--- src/rtl/mole_round_ctrl_pkg.sv ---
// Shared definitions for the whack-a-mole round controller.
//  - state_t     : round sequencer states
//  - LFSR_SEED   : LFSR value loaded on reset
//  - LFSR_TAPS   : feedback mask for x^8+x^6+x^5+x^4+1 (bits 7,5,4,3)
//  - SCORE_W / MISS_W : score and miss counter widths
//  - pick_idx()  : mole index selection that never repeats the previous mole
package mole_round_ctrl_pkg;

    typedef enum logic [2:0] {
        ST_IDLE = 3'd0,
        ST_ARM0 = 3'd1,
        ST_ARM1 = 3'd2,
        ST_SHOW = 3'd3,
        ST_HIT  = 3'd4,
        ST_MISS = 3'd5,
        ST_OVER = 3'd6
    } state_t;

    localparam logic [7:0] LFSR_SEED = 8'hA5;
    localparam logic [7:0] LFSR_TAPS = 8'hB8;
    localparam int         SCORE_W   = 8;
    localparam int         MISS_W    = 4;

    // idx = rnd % n, bumped by one (mod n) if it would repeat prev.
    function automatic logic [2:0] pick_idx(input logic [7:0] rnd,
                                            input logic [2:0] prev,
                                            input int         n);
        int r;
        r = int'(rnd) % n;
        if (r == int'(prev))
            r = (r + 1) % n;
        return 3'(r);
    endfunction

endpackage

--- src/rtl/mole_lfsr.sv ---
// Free-running 8-bit Fibonacci LFSR (x^8+x^6+x^5+x^4+1), shifting left every
// cycle and reseeded while rst_n is low.
//  clk   in   master clock
//  rst_n in   synchronous active-low reset (loads LFSR_SEED)
//  value out  raw 8-bit LFSR state
module mole_lfsr
    import mole_round_ctrl_pkg::*;
(
    input  logic       clk,
    input  logic       rst_n,
    output logic [7:0] value
);

    always_ff @(posedge clk) begin
        if (!rst_n)
            value <= LFSR_SEED;
        else
            value <= {value[6:0], ^(value & LFSR_TAPS)};
    end

endmodule

--- src/rtl/mole_round_ctrl.sv ---
// Game-round sequencer sitting in front of interval_counter. Each round picks a
// mole from the LFSR, holds the counter in reload for two cycles, lights the
// mole and waits for a hit, a wrong press or a timeout edge. Keeps score,
// misses and game-over state, and shortens the interval as the score rises.
//  clk, rst_n  clock, synchronous active-low reset
//  start       level, sampled in IDLE and OVER
//  btn         debounced active-high buttons, one per mole
//  timeout     counter timeout level (rising edge used)
//  ctr_rst_n   counter reset/reload, high only while a mole is shown
//  interval    seconds for the current round
//  dir         constant count direction
//  mole        one-hot lit mole, 0 when none
//  hit_pulse   one cycle on a correct hit
//  miss_pulse  one cycle on a timeout or wrong press
//  score       saturating hit count
//  misses      miss count
//  game_over   high in OVER
module mole_round_ctrl
    import mole_round_ctrl_pkg::*;
#(
    parameter int NUM_MOLES      = 4,
    parameter int INIT_INTERVAL  = 5,
    parameter int MIN_INTERVAL   = 1,
    parameter int HITS_PER_LEVEL = 4,
    parameter int MAX_MISSES     = 3,
    parameter bit COUNT_DIR      = 1'b0
) (
    input  logic                 clk,
    input  logic                 rst_n,
    input  logic                 start,
    input  logic [NUM_MOLES-1:0] btn,
    input  logic                 timeout,
    output logic                 ctr_rst_n,
    output logic [2:0]           interval,
    output logic                 dir,
    output logic [NUM_MOLES-1:0] mole,
    output logic                 hit_pulse,
    output logic                 miss_pulse,
    output logic [SCORE_W-1:0]   score,
    output logic [MISS_W-1:0]    misses,
    output logic                 game_over
);

    localparam logic [2:0]         INIT_IV = 3'(INIT_INTERVAL);
    localparam logic [2:0]         MIN_IV  = 3'(MIN_INTERVAL);
    localparam logic [MISS_W-1:0]  MAX_MS  = MISS_W'(MAX_MISSES);
    localparam logic [SCORE_W-1:0] HPL     = SCORE_W'(HITS_PER_LEVEL);

    state_t                 state, state_nx;
    logic [7:0]             lfsr;
    logic [2:0]             prev_idx;
    logic [NUM_MOLES-1:0]   btn_q;
    logic                   to_q;
    logic [NUM_MOLES-1:0]   rise_btn;
    logic                   to_edge;
    logic [NUM_MOLES-1:0]   mole_lit;
    logic [SCORE_W-1:0]     score_inc;
    logic                   level_up;

    mole_lfsr u_lfsr (
        .clk   (clk),
        .rst_n (rst_n),
        .value (lfsr)
    );

    assign dir       = COUNT_DIR;
    assign rise_btn  = btn & ~btn_q;
    assign to_edge   = timeout & ~to_q;
    // prev_idx is latched in ARM0, so during SHOW it holds the current mole.
    assign mole_lit  = NUM_MOLES'(1) << prev_idx;
    assign score_inc = (score == '1) ? score : score + 1'b1;
    assign level_up  = ((score_inc % HPL) == '0) && (interval > MIN_IV);

    always_ff @(posedge clk) begin
        if (!rst_n)
            state <= ST_IDLE;
        else
            state <= state_nx;
    end

    always_comb begin
        state_nx   = state;
        ctr_rst_n  = 1'b0;
        mole       = '0;
        hit_pulse  = 1'b0;
        miss_pulse = 1'b0;
        game_over  = 1'b0;
        case (state)
            ST_IDLE: if (start) state_nx = ST_ARM0;
            ST_ARM0: state_nx = ST_ARM1;
            ST_ARM1: state_nx = ST_SHOW;
            ST_SHOW: begin
                ctr_rst_n = 1'b1;
                mole      = mole_lit;
                // Any press decides the round; a correct press beats a same-cycle timeout.
                if (rise_btn != '0)
                    state_nx = (rise_btn == mole_lit) ? ST_HIT : ST_MISS;
                else if (to_edge)
                    state_nx = ST_MISS;
            end
            ST_HIT: begin
                hit_pulse = 1'b1;
                state_nx  = ST_ARM0;
            end
            ST_MISS: begin
                miss_pulse = 1'b1;
                state_nx   = (misses >= MAX_MS) ? ST_OVER : ST_ARM0;
            end
            ST_OVER: begin
                game_over = 1'b1;
                if (start) state_nx = ST_ARM0;
            end
            default: state_nx = ST_IDLE;
        endcase
    end

    always_ff @(posedge clk) begin
        if (!rst_n) begin
            interval <= INIT_IV;
            score    <= '0;
            misses   <= '0;
            prev_idx <= '0;
            btn_q    <= '1;
            to_q     <= 1'b1;
        end else begin
            btn_q <= btn;
            // Counter is reloading during ARM; a timeout still high from the
            // last round must not look like a fresh edge once SHOW begins.
            to_q  <= (state == ST_ARM0 || state == ST_ARM1) ? 1'b1 : timeout;
            if (state == ST_ARM0)
                prev_idx <= pick_idx(lfsr, prev_idx, NUM_MOLES);
            if ((state == ST_IDLE || state == ST_OVER) && start) begin
                score    <= '0;
                misses   <= '0;
                interval <= INIT_IV;
            end
            if (state == ST_SHOW && state_nx == ST_HIT) begin
                score <= score_inc;
                if (level_up)
                    interval <= interval - 3'd1;
            end
            if (state == ST_SHOW && state_nx == ST_MISS)
                misses <= misses + 1'b1;
        end
    end

endmodule

--- config.mk ---
export PLATFORM = sky130hd
export DESIGN_NAME = mole_round_ctrl
export DESIGN_NICKNAME = d
export VERILOG_FILES = /design/src/rtl/mole_round_ctrl_pkg.sv /design/src/rtl/mole_lfsr.sv /design/src/rtl/mole_round_ctrl.sv
export SDC_FILE = /design/constraint.sdc
export NUM_CORES = 1
export LEC_CHECK = 0
export ABC_AREA = 1
export CORE_ASPECT_RATIO = 1.25
export CORE_MARGIN = 4
export CORE_UTILIZATION = 35
export CTS_BUF_LIST = sky130_fd_sc_hd__clkbuf_4 sky130_fd_sc_hd__clkbuf_8 sky130_fd_sc_hd__clkbuf_16
export DETAILED_ROUTE_END_ITERATION = 7
export PLACE_DENSITY = 0.66
export SLEW_MARGIN = 20
export SYNTH_ARGS = -nofsm -noshare
export SYNTH_HDL_FRONTEND = slang
export SYNTH_SLANG_ARGS = --single-unit
--- constraint.sdc ---
create_clock -name clk -period 4.33 [get_ports clk]
set_clock_uncertainty 0.05 [all_clocks]
set_input_delay 0.866 -clock clk [delete_from_list [all_inputs] [get_ports clk]]
set_output_delay 0.866 -clock clk [all_outputs]
set_load 0.02 [all_outputs]
* Word-level counts from Yosys, hierarchy flattened
Cells that the tools add are included.
** Cells by class
- Add/subtract/negate cells :: 4
- Order comparisons :: 2
- Equality and inequality tests :: 12
- Shift operators :: 1
- Multiplexer cells :: 20
- Bitwise logic cells :: 6
- Reductions and logical operators :: 16
** Operator list (number)
- $mux 3 :: 8
- $mux 8 :: 3
- $pmux 3 s6 :: 1
- $eq 3x3->1 const B :: 5
- $mux 4 :: 3
- $add 8x1->8 const B :: 1
- $eq 8x8->1 const B :: 1
- $logic_not 8->1 :: 1
- $reduce_xor 8->1 :: 1
- $eq 3x2->1 const B :: 2
- $reduce_or 2->1 :: 3
- $mux 1 :: 5
- $add 4x1->4 const B :: 1
- $and 4x4->4 :: 1
- $eq 4x4->1 :: 1
- $ge 4x2->1 const B :: 1
- $logic_and 1x1->1 :: 4
- $not 4->4 :: 1
- $reduce_bool 2->1 :: 2
- $reduce_bool 4->1 :: 1
- $shl 1x3->4 const A :: 1
- $eq 3x1->1 const B :: 1
- $eq 3x3->1 :: 1
- $gt 3x1->1 const B :: 1
- other kinds (9) :: 11
** Storage, ports and cells
- Register bits after elaboration :: 34
- Bits of input ports :: 8
- Output and inout bits :: 24
- Word-level logic and storage cells :: 70

* Logic depth before layout (Yosys ltp)
- Word-level depth :: 10
- Depth in mapped cells :: 14
- Mapped depth without buffers :: 14

* Hierarchy
From an unflattened synthesis, not the netlist that was laid out.
** Unflattened totals
- Cell total of the unflattened synthesis :: 280
- Area, all modules :: 1814.2 um2
** By module, submodules not included
- mole_round_ctrl :: times used 1, cells each 239, area each 1527.7 um2, sequential area each 500.5 um2
- mole_lfsr :: times used 1, cells each 41, area each 286.5 um2, sequential area each 160.2 um2

* Worst setup path before layout
Ideal clock, no wire load.
- Kind :: reg2out
- From :: reg state[1]
- To :: out mole[0]
- Arrival :: 1.156 ns
- Required time :: 3.414 ns
- Setup slack :: 2.258 ns
- Stages on the path, launching flop included :: 5
- Path buffers :: 0
- Path through :: dfxtp_1 -> nand2_1 -> nor2_2 -> inv_2 -> nor2_1
** On the way
- Word-level cells in the longest chain between the ends :: 2
** Ends and longest elaborated chain
- start, declared :: line mole_round_ctrl.sv:49 : state_t state, state_nx;
- start signal, assigned :: line mole_round_ctrl.sv:78 : state <= state_nx;
- $eq 3x2->1 :: line mole_round_ctrl.sv:88 : case (state)
- $mux 4 :: line mole_round_ctrl.sv:88
- end, declared :: line mole_round_ctrl.sv:36 : output logic [NUM_MOLES-1:0] mole,
Every way passes these cells.

* Final worst setup path
- From :: reg state[1]
- To :: out mole[2]
Same word-level chain as after synthesis.

==> summary.md <==
| Metric | Value |
|---|---|
| VDD IR-drop max | 0.148 mV |
| Max Clock Freq | 366 MHz |
| Final ANT Viol Nets | 0 |
| Yosys reg bits | 33 |
| Switching share of total power | 29.1% |
| CTS max path bufs | 2 |
| Post-synth top flop | dfxtp_1 |
| Slew HR | 56.6% |
| CTS clock-pin slew for the worst setup and hold paths | 0.07 ns |
| RSZ-0062 raised after global routing | false |
| Crit path max fanout | 6 |
| Dpl cells | 343 |
| PortBufs | 30 |
| Layout cells sized above 1 | 11.3% |
| PostCTS Resize Cnt | 0 |
| Io pins | 32 |
| Hold Path Class | flop to flop |
| Setup Fix Bufs, Post-CTS | 0 |
| Synthesized netlist net count | 269 |
| Post-route insts no fill | 351 |
| Top-count cell post-synth | nand2_1 |
| Antenna cell count | 0 |
| Syn Inst Count | 257 |
| Final HPWL DP | 2890 um |
| Starting DRT DRC Count | 87 |
| CTS tree | built |
| Critical Path RT | 3.41 ns |
| DR vias | 1605 |
| Clock Sinks | 33 |
| Top cells by area, synth | dfxtp_1 37%, nand2_1 12%, inv_1 7.8%, nand3_1 5.3%, nor2_1 5.3% |
| Max_cap viols | 0 |
| Layout area overhead | 25.7% |
| Placement Cell Area | 2140 um2 |
| Pre-CTS setup slack | 1.65 ns |
| Setup tns final | 0 ns |
| Post-synth EDFFs | 0 |
| Synth Cell Area | 1780 um2 |
| Routability cong. | 0.875 |
| H-tree levels | 2 |
| Fin crit share | 63.1% |
| Largest net degree at the start of global routing | 22 |
| Inserted Clock Buffers | 5 |
| Worst setup margin | 1.60 ns |
| Final Hold Fails | 0 |
| Wirelength, routed | 3870 um |
| Seq pwr share | 47.0% |
| Num rows | 28 |
| Cell variety after synth | 37 |
| Post-route DRC | 0 |
| Total chip power | 717 uW |
| P_leak | 1.06 nW |
| Initial Util | 36.9% |
| Clk network pwr share | 35.9% |
| YS warnings | 0 |
| Initial antenna violation count | 0 |
| Vias in the first global route | 1509 |
| Setup CP Type | flop to output port |
| Share of the synthesized area in the top cell type | 37.0% |
| Final setup fails | 0 |
| Clock latency on the worst-skew pair | 0.29 ns |
| Biggest area consumer among synthesized cells | dfxtp_1 |
| Root Driver | clkbuf_8 |
| Gate power share | 17.1% |
| Fin. max-slew vios | 0 |
| Die W | 71.9 um |
| # hold bufs at CTS | 0 |
| Syn avg cell area | 6.94 um2 |
| Post-route design area | 2240 um2 |
| Core area | 4830 um2 |
| Die area | 6310 um2 |
| First-pass GRT wire length | 6510 um |
| Worst Tran Pin Value | 0.650 ns |
| Critical Path End Type | output port |
| Top post-synthesis cells by count | 59 x nand2_1, 37 x inv_1, 33 x dfxtp_1 |
| Switching pwr | 209 uW |
| Status | complete, no violations |
| Wire per inst | 11.0 um |
| Power Density | 320 nW/um2 |
| Crit start category | flop |
| NumNets Final | 302 |
| Fillcell total | 511 |
| Final worst path period need | 2.73 ns |
| Congestion Overflow GR | 0 |
| Length of the first detailed-routing pass in iterations | 4 |
| Die Ht | 87.8 um |
| Arr. time, crit path | 1.82 ns |
| Total track usage | 13.1% |
| Pint | 509 uW |
| Seq/Total Area, Yosys | 37.0% |
| Post-synth ARST share | 0% |
| Vias per cell | 4.57 |
==> registers in the layout, summed over array words and instances, names as in the netlist <==
signal,count
interval,3
prev_idx,2
u_lfsr.value,8
to_q,1
score,8
state,3
misses,4
btn_q,4
==> kinds of logic (layout without fill, tap and decap cells) <==
group | count (synthesis) | count (layout) | share of synthesized area, %
AOI/OAI and AO/OA | 33 | 33 | 10.9
xor gates and xnor gates | 8 | 8 | 4.35
adders and majority gates | 4 | 4 | 2.81
buffers and inverters | 49 | 83 | 10.5
DFF | 33 | 33 | 37.0
other | 1 | 1 | 0.210
and+or+nand+nor | 129 | 129 | 34.2
==> power groups by stage <==
stage,combinational [mW],clock [mW],sequential (mW)
6_report,0.123,0.257,0.337
3_3_place_gp,0.122,0,0.343
3_5_place_dp,0.123,0,0.343
4_1_cts,0.124,0.264,0.337
2_1_floorplan,0.0937,0,0.340
5_1_grt,0.140,0.280,0.339
==> critical path: stages, from the launching register on <==
cell and delay [ns]:
dfxtp_1 0.45, nand2_1 0.12, nor2_2 0.17, inv_2 0.10, nor2_1 0.09, clkdlybuf4s50_1 0.60
==> path summary, 6_finish.rpt <==
check,from,end,slack (ns),cells past startpoint
worst min-delay path,u_lfsr.value[6]$_SDFF_PN0_,u_lfsr.value[7]$_SDFF_PN1_,0.36,1
worst max-delay path,state[1]$_SDFF_PN0_,mole[2],1.60,5
worst min register to register,u_lfsr.value[6]$_SDFF_PN0_,u_lfsr.value[7]$_SDFF_PN1_,0.36,1
worst max register to register,score[0]$_SDFFE_PN0P_,interval[0]$_SDFF_PN1_,2.28,10
==> layout make-up <==
cell class                 count  area [um2]  share of cell area [%]
multi-input combinational    175         936                    41.7
sequential                    33         661                    29.5
timing repair buffer          30         300                    13.4
inverter                      45         169                    7.53
clock buffer                   7        96.3                    4.30
tap                           60        75.1                    3.35
clock inverter                 1        5.00                   0.223
==> through the flow <==
stage	util, %	hold slack, ns
after floorplan	-	0.340
after global placement	44.3	0.344
after detailed placement	44.3	0.349
after CTS	46.4	0.361
after global routing	46.4	0.377
final	46.4	0.361
==> routing by layer <==
metal / share of wire (%) / global-route usage, % / vias up
met5: 0 / 0 / -
met4: 1.8 / 5.81 / 0
met3: 4.0 / 3.44 / 6
met2: 48 / 22.6 / 28
met1: 47 / 15.3 / 697
li1: - / - / 874
==> placed cells by master (no fill, tap or decap), drive strengths merged <==
master	synthesis	routed
a21oi	17	17
a221oi	1	1
nor3	2	2
dfxtp	33	33
xor2	5	5
inv	43	43
xnor2	3	3
clkdlybuf4s50	0	30
a21boi	1	1
a31oi	1	1
o22ai	1	1
clkinv	2	3
conb	1	1
nor2	28	28
nand3b	2	2
or2	5	5
ha	4	4
clkbuf	3	7
o21bai	1	1
nand4	8	8
o21ai	10	10
a21o	1	1
nand2	62	62
nand3	22	22
Power figures use the tool's default switching activity.
==> patch: new RTL, same settings <==
Make the reset (`rst_n`) asynchronous in 3 clocked blocks. Comments in the files are not updated.
--- a/src/rtl/mole_lfsr.sv
+++ b/src/rtl/mole_lfsr.sv
@@ -11,7 +11,7 @@
     output logic [7:0] value
 );
 
-    always_ff @(posedge clk) begin
+    always_ff @(posedge clk or negedge rst_n) begin
         if (!rst_n)
             value <= LFSR_SEED;
         else
--- a/src/rtl/mole_round_ctrl.sv
+++ b/src/rtl/mole_round_ctrl.sv
@@ -71,7 +71,7 @@
     assign score_inc = (score == '1) ? score : score + 1'b1;
     assign level_up  = ((score_inc % HPL) == '0) && (interval > MIN_IV);
 
-    always_ff @(posedge clk) begin
+    always_ff @(posedge clk or negedge rst_n) begin
         if (!rst_n)
             state <= ST_IDLE;
         else
@@ -114,7 +114,7 @@
         endcase
     end
 
-    always_ff @(posedge clk) begin
+    always_ff @(posedge clk or negedge rst_n) begin
         if (!rst_n) begin
             interval <= INIT_IV;
             score    <= '0;
Check against the original RTL: differs if rst_n is asserted again (counterexample within 4 cycles, from zero or initial values and one cycle with rst_n low); with rst_n held inactive, the same outputs for 10 cycles.
==> patch against the unedited design <==
Non-clock buffer count is 1 higher; final area increased by 5.5%; setup slack worse by 0.030 ns; sequential cell count is the same; critical path depth did not move; register-to-register slack better by 0.08 ns; die area up 6.1%; sequential share of layout area rose by 6.0 points; wire length up 1.2%; fmax shrank 1.1%; area after synthesis is 6.8% higher.
Power is not compared: it rests on default switching activity, and its combinational part moved more than twofold at a synthesized area within 25%.
==> patch: results (changes against the unedited design) <==
The path with the worst hold slack has its endpoint at u_lfsr.value[7]. The number of cells on the worst reg-to-reg path is 10 (unchanged). The tightest min-delay check is of the reg2reg type. The post-synth net total came out at 253 (-5.9%). The global-route wire length before repair is 7.08 mm (+8.7%). The clock-pin transition on the worst setup and hold timing paths is 0.08 ns. The worst hold path begins at u_lfsr.value[6]. The fraction of final layout cells with drive strength greater than 1 came out at 15.9% (+4.5 points).

The maximum count of clock buffers along a single path came to 2 (unchanged). The TritonCTS buffer count came out at 5 (unchanged). The number of search-and-repair iterations in the first detailed-routing pass is 4 (unchanged). After synthesis, the cell types taking the most area are dfrtp_1, dfstp_2, nand2_1. The number of antenna diodes came out at 0 (unchanged). In this run the critical register-to-register path is launched from score[1]. The clock latency on the worst-skew pair came out at 0.29 ns (about the same). For this design, the slowest cell found on the critical path is clkdlybuf4s50_1.

The peak supply drop came out at 0.000342 V. The flop-to-flop setup slack came out at 2.36 ns (+0.08 ns). The number of global-route vias before repair is 1,619 (+7.3%). The largest net degree at the start of global routing was 34 (+55%). The combined global-route utilization of all metal layers came out at 13.0% (-0.13 points). In the final layout, the registers with the most flip-flops are score x8, u_lfsr.value x8. The async set-reset flop share out of synthesis came out at 100% (+100 points). The final weighted congestion in routability-driven placement is 0.826 (-5.7%). The largest incremental delay on the critical path is 0.61 ns. The port buffer count came to 30 (unchanged).

The first-iteration detailed-routing DRC count is 68 (-22%). The number of nets in the final layout came out at 288 (-4.6%). The via density per instance came out at 4.77 (+4.2%). The number of antenna violations at the first check in global routing is 0 (unchanged).

The data arrival at the endpoint of the critical path is 1.85 ns (+0.03 ns). The distinct cell type count of the synthesized netlist came to 33 (-11%). The sequential-to-total area share from yosys stat is 44.1% (+7.0 points). In the synthesized netlist the dominant register cell turns out to be dfrtp_1.

The half-perimeter wire length after placement came to 2.93 mm (+1.3%). The cell sitting at the root of the clock tree is a clkbuf_8. The highest net fanout along the worst path is 6 (unchanged). The run finished with clean final reports. The detail-routed net length per standard cell was 11.6 microns (+4.7%). The number of flops mapped to enable cells by yosys was 0 (unchanged).

The warning count from the yosys run was 0 (unchanged). The post-place instance area came out at 2270 sq um (+6.3%). The hold-critical path depth came out at 0 (-1). The leakage power figure came out at 1.16 nW. The number of buffers inserted by post-CTS setup repair is 0 (unchanged). Sorting the synthesized cells by how often they occur yields nand2_1, inv_1, dfrtp_1.

The total number of H-tree levels came out at 2 (unchanged). The dominant delay contributor by cell family on the critical path is buffers and inverters. In this run the critical register-to-register path is captured at interval[1]. The quantity of gates resized following cts is 0 (unchanged).
patch: cells by family (layout without fill, tap and decap cells):
kind of cell / Yosys count / count (layout) / synth area share, %
simple gates: 132 / 132 / 32.8
buf+inv: 42 / 78 / 8.80
flops: 33 / 33 / 44.1
compound gates: 18 / 18 / 6.30
xor+xnor: 10 / 10 / 4.60
fa+ha+maj: 4 / 4 / 2.63
other cells: 1 / 1 / 0.197
mux: 1 / 1 / 0.591
patch: area by class of cell:
cell class	count	area, sq um
Inverter	39	151
Clock buffer	5	68.8
Sequential cell	33	840
Clock inverter	3	22.5
Tap cell	62	77.6
Fill cell	520	2820
Multi-Input combinational cell	166	898
Timing Repair Buffer	31	308
patch: through the flow:
stage | power [W] | setup slack, ns | hold WS [ns] | util [%] | std cells
global route | 0.00141 | 1.48 | 0.325 | 45.6 | 339
floorplan | 0.000886 | 2.26 | 0.283 | - | 241
global placement | 0.00106 | 1.75 | 0.287 | 43.8 | 331
finish | 0.00131 | 1.57 | 0.304 | 45.6 | 339
detailed placement | 0.00107 | 1.73 | 0.289 | 43.8 | 331
CTS | 0.00131 | 1.57 | 0.307 | 45.6 | 339
patch: how the worst max path moves through the flow:
stage,start,endpoint,slack [ns],cells after the start
2_1_floorplan,state[1],mole[0],2.26,4
3_3_place_gp,timeout,misses[0],1.75,7
3_5_place_dp,timeout,score[0],1.73,7
4_1_cts,state[1],mole[2],1.57,5
5_1_grt,state[1],mole[2],1.48,5
6_report,state[1],mole[2],1.57,5
patch: metal layers:
layer | up-vias | global-route usage [%] | wire [microns] | share of wire, %
met4 | 0 | 2.87 | 20 | 0.51
li1 | 826 | - | - | -
met1 | 752 | 16.1 | 1790 | 46
met2 | 34 | 21.4 | 1910 | 49
met5 | - | 0 | 0 | 0
met3 | 4 | 4.45 | 198 | 5.1
patch: power breakdown:
| part | internal (W) | leakage (nW) | switching [W] |
|---|---|---|---|
| clock network | 0.000113 | 0.0364 | 0.000126 |
| logic | 0.000231 | 0.706 | 0.000396 |
| registers | 0.000374 | 0.413 | 0.0000647 |
| total | 0.000718 | 1.16 | 0.000587 |
